==> config.mk <==
export PLATFORM = sky130hd
export DESIGN_NAME = instr_mem_loader
export DESIGN_NICKNAME = d
export VERILOG_FILES = /design/src/rtl/instr_mem_loader.sv
export SDC_FILE = /design/constraint.sdc
export NUM_CORES = 1
export LEC_CHECK = 0
export CELL_PAD_IN_SITES_DETAIL_PLACEMENT = 2
export CELL_PAD_IN_SITES_GLOBAL_PLACEMENT = 2
export CORE_ASPECT_RATIO = 0.75
export CORE_MARGIN = 3
export CORE_UTILIZATION = 29
export DETAILED_ROUTE_END_ITERATION = 8
export PLACE_DENSITY_LB_ADDON = 0.1
export SKIP_LAST_GASP = 1
export SLEW_MARGIN = 5
export SYNTH_ARGS = -nofsm -noshare
export SYNTH_HDL_FRONTEND = slang
export SYNTH_SLANG_ARGS = --single-unit
==> constraint.sdc <==
create_clock -name clk -period 2.8 [get_ports clk]
set_input_delay 0.28 -clock clk [delete_from_list [all_inputs] [get_ports clk]]
set_output_delay 0.28 -clock clk [all_outputs]
set_load 0.01 [all_outputs]
==> src/rtl/instr_mem_loader.sv <==
// Boot-time loader: assembles big-endian 32-bit words from a byte stream and
// writes them to consecutive instruction-memory addresses while holding the CPU.
module instr_mem_loader #(
    parameter int unsigned ADDR_W = 8,
    parameter int unsigned DATA_W = 32
) (
    input  logic              clk,
    input  logic              reset,
    input  logic              start,
    input  logic [ADDR_W:0]   word_count,
    input  logic [7:0]        byte_in,
    input  logic              byte_valid,
    output logic              byte_ready,
    output logic              mem_we,
    output logic [ADDR_W-1:0] mem_addr,
    output logic [DATA_W-1:0] mem_wdata,
    output logic [ADDR_W:0]   words_written,
    output logic              busy,
    output logic              cpu_hold,
    output logic              done
);

    localparam int unsigned CntW = ADDR_W + 1;
    localparam logic [CntW-1:0] MaxCount = CntW'(2 ** ADDR_W);

    typedef enum logic [1:0] {StIdle, StCollect, StWrite, StDone} state_e;

    state_e            state_q, state_d;
    logic [CntW-1:0]   count_q, count_d;
    logic [CntW-1:0]   ww_q, ww_d;
    logic [ADDR_W-1:0] addr_q, addr_d;
    logic [1:0]        idx_q, idx_d;
    logic [DATA_W-1:0] shift_q, shift_d;
    logic [DATA_W-1:0] wdata_q, wdata_d;

    always_ff @(posedge clk) begin
        if (reset) begin
            state_q <= StIdle;
            count_q <= '0;
            ww_q    <= '0;
            addr_q  <= '0;
            idx_q   <= '0;
            shift_q <= '0;
            wdata_q <= '0;
        end else begin
            state_q <= state_d;
            count_q <= count_d;
            ww_q    <= ww_d;
            addr_q  <= addr_d;
            idx_q   <= idx_d;
            shift_q <= shift_d;
            wdata_q <= wdata_d;
        end
    end

    always_comb begin
        state_d = state_q;
        count_d = count_q;
        ww_d    = ww_q;
        addr_d  = addr_q;
        idx_d   = idx_q;
        shift_d = shift_q;
        wdata_d = wdata_q;
        unique case (state_q)
            StIdle, StDone: begin
                if (start) begin
                    count_d = (word_count > MaxCount) ? MaxCount : word_count;
                    ww_d    = '0;
                    addr_d  = '0;
                    idx_d   = '0;
                    state_d = (word_count == '0) ? StDone : StCollect;
                end
            end
            StCollect: begin
                if (byte_valid) begin
                    shift_d = {shift_q[DATA_W-9:0], byte_in};
                    idx_d   = idx_q + 2'd1;
                    // Output register only updates on a full word so mem_wdata stays stable.
                    if (idx_q == 2'd3) begin
                        wdata_d = {shift_q[DATA_W-9:0], byte_in};
                        state_d = StWrite;
                    end
                end
            end
            StWrite: begin
                ww_d  = ww_q + CntW'(1);
                idx_d = '0;
                if (ww_q + CntW'(1) == count_q) begin
                    state_d = StDone;
                end else begin
                    addr_d  = addr_q + ADDR_W'(1);
                    state_d = StCollect;
                end
            end
            default: state_d = StIdle;
        endcase
    end

    assign byte_ready    = (state_q == StCollect);
    assign mem_we        = (state_q == StWrite);
    assign busy          = (state_q == StCollect) || (state_q == StWrite);
    assign cpu_hold      = busy;
    assign done          = (state_q == StDone);
    assign mem_addr      = addr_q;
    assign mem_wdata     = wdata_q;
    assign words_written = ww_q;

endmodule
==> run metrics, run 1 <==
r2r startpoint words_written[0]$_SDFFE_PP0P_; GRT Residual Overflow 0; static leakage 0.001669 uW; Max VDD drop 0.3824 mV; Worst-Margin Slew 840.5 ps; MaxCap Viol Count 0; Die Height 103.9 um; diode count 0; reg2reg end mem_addr[5]$_SDFFE_PP0P_; hold buffer count at CTS 0; Synth async-reset ratio 0; Setup WS post-layout 487.4 ps; critical path peak fanout 7; Post-synth EDFFs 0; filler instances 1,404; Hold Crit Depth 2; hold endpoint words_written[2]$_SDFFE_PP0P_; Yosys reg bits 86; layout cell share with drive strength beyond 1 0.06542; Clock Sinks 86; Setup WS pre-CTS 307.3 ps; Setup Crit Path Kind flop to flop; IO Pins 75; first-pass GRT wire length 20,380 um; Worst-path clk slew 60 ps; post-synthesis cell type count 44; CTS Buf Count 9; Bufs on Longest Clock Path 2; final setup fails 0; clk root buf clkbuf_16; Initial Util 0.2992; FF/Latch Area 1722 um2; cell area after layout 4922 um2; Total GRT Usage 0.1784; RSZ-0062 raised after global routing no; die area 14,200 um2; CP startpoint kind flop; number of port buffers 74; CTS H-tree depth 3; Die W 136.6 um; Area after DPL 4587 um2; Syn Area/Cell 7.924 um2; Synth Flop Type dfxtp_1; iteration count of the initial detailed-routing pass 4; Hold Path Class input port to flop; vias after detailed routing 3,493; Tcrit/Tclk final 0.8259; post_cts resized 0; multi-input logic area 1836 um2; normalized max-slew margin 0.4396; Seq/Total Area, Yosys 0.4642; Initial DRC Count 147; vias per cell 4.983; Pwr Density 719.1 nW/um2; skew final 4.688 ps; Worst setup startpoint words_written[0]$_SDFFE_PP0P_; ANT nets after route 0; r2r setup slk 490 ps; Syn Nets 496; TNS Setup 0 ps; placement row count 35; CTS tree built; status complete, no violations; path depth of the worst reg2reg path 7; Total Wirelength 12,120 um; DR WL/cell 17.29 um; Warnings, synthesis 0; final worst path period need 2313 ps; nets@finish 558; vias in the first global route 3,704; Worst Path Arrival 2590 ps; initial antenna violation count 1; hpwl dp 8699 um; largest net degree at the start of global routing 40; Pwr Total 3539 uW; post-CTS setup buffer count 0; CP required 3070 ps; cells after synthesis 468; HP Start reset; endpoints failing hold 0; core area 12,390 um2; Residual DRC 0; CP endpoint kind flop; Netlist Area Pre-Place 3709 um2; Hold WS 369.7 ps; FMAX 0.4324 GHz; Area Growth Syn to Fin 32.73%; clk_lat worst skew 330 ps; final max-slew violation count 0; RePlAce Congestion 0.8074
## power by group
group | internal (uW) | switching (uW)
logic | 316 | 561
clock network | 813 | 513
registers | 1280 | 59.8
## critical path, stage by stage (launching register included)
cell,delay [ps]
dfxtp_1,450
ha_1,310
and3_1,270
and3_1,250
xnor2_1,150
nand4_1,290
o21ai_0,330
a32o_1,200
## cell type report
type / instances / area share
Tap cell: 166 / 0.04220
Timing Repair Buffer: 83 / 0.1632
Sequential cell: 86 / 0.3498
Clock buffer: 10 / 0.04855
Clock inverter: 6 / 0.01881
Multi-Input combinational cell: 344 / 0.3729
Inverter: 6 / 0.004575
## how the worst max path moves through the flow
stage,to,cells after the start
2_1_floorplan,mem_addr[0]$_SDFFE_PP0P_,7
3_3_place_gp,mem_addr[7]$_SDFFE_PP0P_,5
3_5_place_dp,mem_addr[6]$_SDFFE_PP0P_,5
4_1_cts,mem_addr[6]$_SDFFE_PP0P_,5
5_1_grt,mem_addr[5]$_SDFFE_PP0P_,7
6_report,mem_addr[5]$_SDFFE_PP0P_,7
## cell usage in the layout (no fill, tap or decap), drive strengths merged, types with 2 or more instances in the layout
master         instances
xnor2                  6
a22oi                  7
a21o                   3
nor3                   5
a211oi                 3
and4                   2
bufinv                 2
clkbuf                10
or2                    2
xor2                   4
and3                   5
a32oi                  2
a32o                   6
buf                   10
o21ai                 13
a21oi                 76
inv                    8
nor3b                 10
or4                    2
ha                     7
mux2i                  4
nand2                133
nand3                 10
clkdlybuf4s50         73
clkinvlp               2
nor4b                  6
dfxtp                 86
nor2                  24
nor2b                  4
## per-layer routing
layer	part of all wire	global-route usage	routed length [um]	vias up
met5	0.0011	0	13	-
met4	0.0068	0.03669	83	2
met3	0.044	0.04062	535	9
met2	0.42	0.2613	5145	58
met1	0.52	0.2665	6345	1709
li1	-	-	-	1715
## flip-flops by register name, summed over array words and instances, names as in the netlist
| signal | cells |
|---|---|
| count_q | 9 |
| idx_q | 2 |
| mem_addr | 8 |
| state_q | 2 |
| shift_q | 24 |
| words_written | 9 |
| mem_wdata | 32 |
## cells by family after synthesis
group | count (synthesis) | share of synthesized area
and+or+nand+nor | 208 | 0.2527
muxes | 4 | 0.01080
DFF | 86 | 0.4642
AOI/OAI and AO/OA | 115 | 0.1832
buffers and inverters | 38 | 0.04183
adders and majority gates | 7 | 0.02362
xor gates and xnor gates | 10 | 0.02362
## synth_stat cells, drive strengths merged (2+ instances only)
library cell  number  share of area
a22oi              7          0.014
o21ai             13          0.018
dfxtp             86           0.46
or4                2         0.0040
nor4b              6          0.014
a32o               6          0.016
buf                4         0.0074
a21oi             76           0.11
mux2i              4          0.011
xor2               4         0.0094
a32oi              2         0.0047
and4               2         0.0054
nor3b             10          0.020
nand3             10          0.013
nor2b              4         0.0067
clkbuf            28          0.028
ha                 7          0.024
nand2            133           0.14
xnor2              6          0.014
a211oi             3         0.0074
inv                6         0.0061
and3               5          0.010
nor2              24          0.024
or2                2         0.0034
nor3               5         0.0067
a21o               3         0.0061
## stage by stage
stage                       util  instances
after detailed placement  0.3701        685
after floorplan                -        468
after global placement    0.3701        685
after global routing      0.3972        701
final                     0.3972        701
after CTS                 0.3969        701
(Power assumes the default switching activity.)
==> run 2: changes to the inputs <==
==> constraint.sdc (replaced) <==
create_clock -name clk -period 2.33 [get_ports clk]
set_input_delay 0.233 -clock clk [delete_from_list [all_inputs] [get_ports clk]]
set_output_delay 0.233 -clock clk [all_outputs]
set_load 0.01 [all_outputs]
==> run 2 against run 1 <==
Core utilization is 0.11 points higher. Setup slack worse by 340 ps. Worst hold slack improved by 51 ps. Routed wire length barely moved. Die area unchanged. Global-route usage fell by 0.34 points. Combinational power is 23% higher. Count of clock-buffer cells in the layout increased by 2. First-iteration DRC count rose by 3.4%. Register-to-register slack got worse by 340 ps.
==> run metrics, run 2 (synthesized netlist as in run 1, its figures left out) <==
Switch Pwr 1343 uW (was 1134 uW); final setup fails 0 (unchanged); Worst-Margin Slew 532.5 ps (was 840.5 ps); vias per cell 5.024 (was 4.983); Hold Crit Depth 3 (was 2); Die Height 103.9 um (unchanged); Hold Path Class input port to flop (unchanged); Hold WS 420.3 ps (was 369.7 ps); hpwl dp 8528 um (was 8699 um); TNS Setup 0 ps (unchanged); r2r startpoint words_written[1]$_SDFFE_PP0P_ (was words_written[0]$_SDFFE_PP0P_); Initial Util 0.2992 (unchanged); Area after DPL 4607 um2 (was 4587 um2); Setup WS post-layout 148.1 ps (was 487.4 ps); cell area after layout 4936 um2 (was 4922 um2); CP endpoint kind flop (unchanged); IO Pins 75 (unchanged); largest net degree at the start of global routing 84 (was 40); Area Growth Syn to Fin 33.10% (was 32.73%); Worst Path Arrival 2410 ps (was 2590 ps); final max-slew violation count 0 (unchanged); r2r setup slk 150 ps (was 490 ps); Total GRT Usage 0.1749 (was 0.1784); vias in the first global route 3,587 (was 3,704); Int Pwr 2897 uW (was 2406 uW); Die W 136.6 um (unchanged); Tcrit/Tclk final 0.9364 (was 0.8259); layout cell share with drive strength beyond 1 0.06355 (was 0.06542); nets@finish 559 (was 558); CTS Buf Count 9 (unchanged); HP Start reset (unchanged); iteration count of the initial detailed-routing pass 4 (unchanged); Max VDD drop 0.4970 mV (was 0.3824 mV); normalized max-slew margin 0.6441 (was 0.4396); sw frac 0.3168 (was 0.3203); static leakage 0.001672 uW (was 0.001669 uW); commonest non-fill, non-tap cell in the layout nand2_1 (unchanged); endpoints failing hold 0 (unchanged); final worst path period need 2182 ps (was 2313 ps); MaxCap Viol Count 0 (unchanged); combinational group share of total power 0.254 (was 0.248); max FFs per register 32 (unchanged); hold endpoint mem_wdata[7]$_SDFFE_PP0P_ (was words_written[2]$_SDFFE_PP0P_); CTS tree built (unchanged); Setup Crit Path Kind flop to flop (unchanged); first-pass GRT wire length 19,680 um (was 20,380 um); critical path peak fanout 7 (unchanged); Bufs on Longest Clock Path 2 (unchanged); FMAX 0.4583 GHz (was 0.4324 GHz); CP required 2560 ps (was 3070 ps); reg2reg end mem_addr[3]$_SDFFE_PP0P_ (was mem_addr[5]$_SDFFE_PP0P_); placement row count 35 (unchanged); GRT Residual Overflow 0 (unchanged); commonest non-fill, non-tap cells in the layout nand2_1 (132), dfxtp_1 (85), a21oi_1 (75), clkdlybuf4s50_1 (73), nor2_1 (24) (was nand2_1 (132), dfxtp_1 (86), a21oi_1 (75), clkdlybuf4s50_1 (73), nor2_1 (24)); Residual DRC 0 (unchanged); Total Wirelength 12,120 um (about the same); RSZ-0062 raised after global routing no (unchanged); RePlAce Congestion 0.7725 (was 0.8074); skew final 8.945 ps (was 4.688 ps); CP startpoint kind flop (unchanged); clock power share 0.366 (was 0.375); path depth of the worst reg2reg path 7 (unchanged); vias after detailed routing 3,522 (was 3,493); DR WL/cell 17.28 um (was 17.29 um); ANT nets after route 0 (unchanged); clk_lat worst skew 340 ps (was 330 ps); Setup WS pre-CTS 75.23 ps (was 307.3 ps); Worst-path clk slew 60 ps (about the same); Pwr Density 859.0 nW/um2 (was 719.1 nW/um2); Clock Sinks 86 (unchanged); diode count 0 (unchanged); clk root buf clkbuf_16 (unchanged); Pwr Total 4240 uW (was 3539 uW); Flop pwr share 0.380 (was 0.378); Initial DRC Count 152 (was 147); die area 14,200 um2 (unchanged); number of port buffers 74 (unchanged); CTS H-tree depth 3 (unchanged); core area 12,390 um2 (unchanged); status complete, no violations (unchanged); initial antenna violation count 0 (was 1)
-- run 2: final cells by class --
class,count,area (um2)
clock buffer,12,246.5
clock inverter,3,68.82
fill,1406,7457
inverter,6,22.52
multi-input combinational,344,1844
sequential,86,1723
tap,166,207.7
timing repair buffer,84,823.3
-- run 2: worst max-delay path by stage --
stage / startpoint / endpoint / slack (ps) / cells past startpoint
after floorplan: words_written[0]$_SDFFE_PP0P_ / mem_addr[0]$_SDFFE_PP0P_ / 310 / 7
after global placement: words_written[1]$_SDFFE_PP0P_ / mem_addr[1]$_SDFFE_PP0P_ / 240 / 7
after detailed placement: words_written[1]$_SDFFE_PP0P_ / mem_addr[0]$_SDFFE_PP0P_ / 80 / 7
after CTS: words_written[1]$_SDFFE_PP0P_ / mem_addr[0]$_SDFFE_PP0P_ / 30 / 7
after global routing: words_written[1]$_SDFFE_PP0P_ / mem_addr[0]$_SDFFE_PP0P_ / 10 / 7
final: words_written[1]$_SDFFE_PP0P_ / mem_addr[3]$_SDFFE_PP0P_ / 150 / 7
-- run 2: metal layers --
layer,part of all wire,wire (um),vias to the layer above,track usage
met5,0,0,-,0
met4,0.0064,78,0,0.03669
met3,0.049,597,5,0.05126
met2,0.41,5008,64,0.2539
met1,0.53,6431,1738,0.2561
li1,-,-,1715,-
-- run 2: power groups by stage --
stage / logic, uW / clock network, uW / registers (uW)
after floorplan: 661 / 0 / 1620
after global placement: 1030 / 0 / 1630
after detailed placement: 1070 / 0 / 1640
after CTS: 1090 / 1590 / 1610
after global routing: 1200 / 1670 / 1620
final: 1080 / 1550 / 1610
-- run 2: timing repair --
item / in CTS / in global routing
gates resized for setup: 0 / 3
setup endpoints to repair: 0 / 11
buffers inserted: 0 / 0
hold buffers: 0 / 0
-- run 2: per-stage QoR --
stage / cells / util
after floorplan: 468 / -
after CTS: 701 / 0.3972
after global placement: 686 / 0.3717
after global routing: 701 / 0.3983
final: 701 / 0.3983
after detailed placement: 686 / 0.3717
-- run 2: worst max-delay path, cell delays in order, from the launching register on --
cell      delay [ps]
dfxtp_1          450
ha_4             210
and3_1           240
nand3_1          130
and3_4           200
a211oi_2         400
o21ai_0          170
a32o_1           270
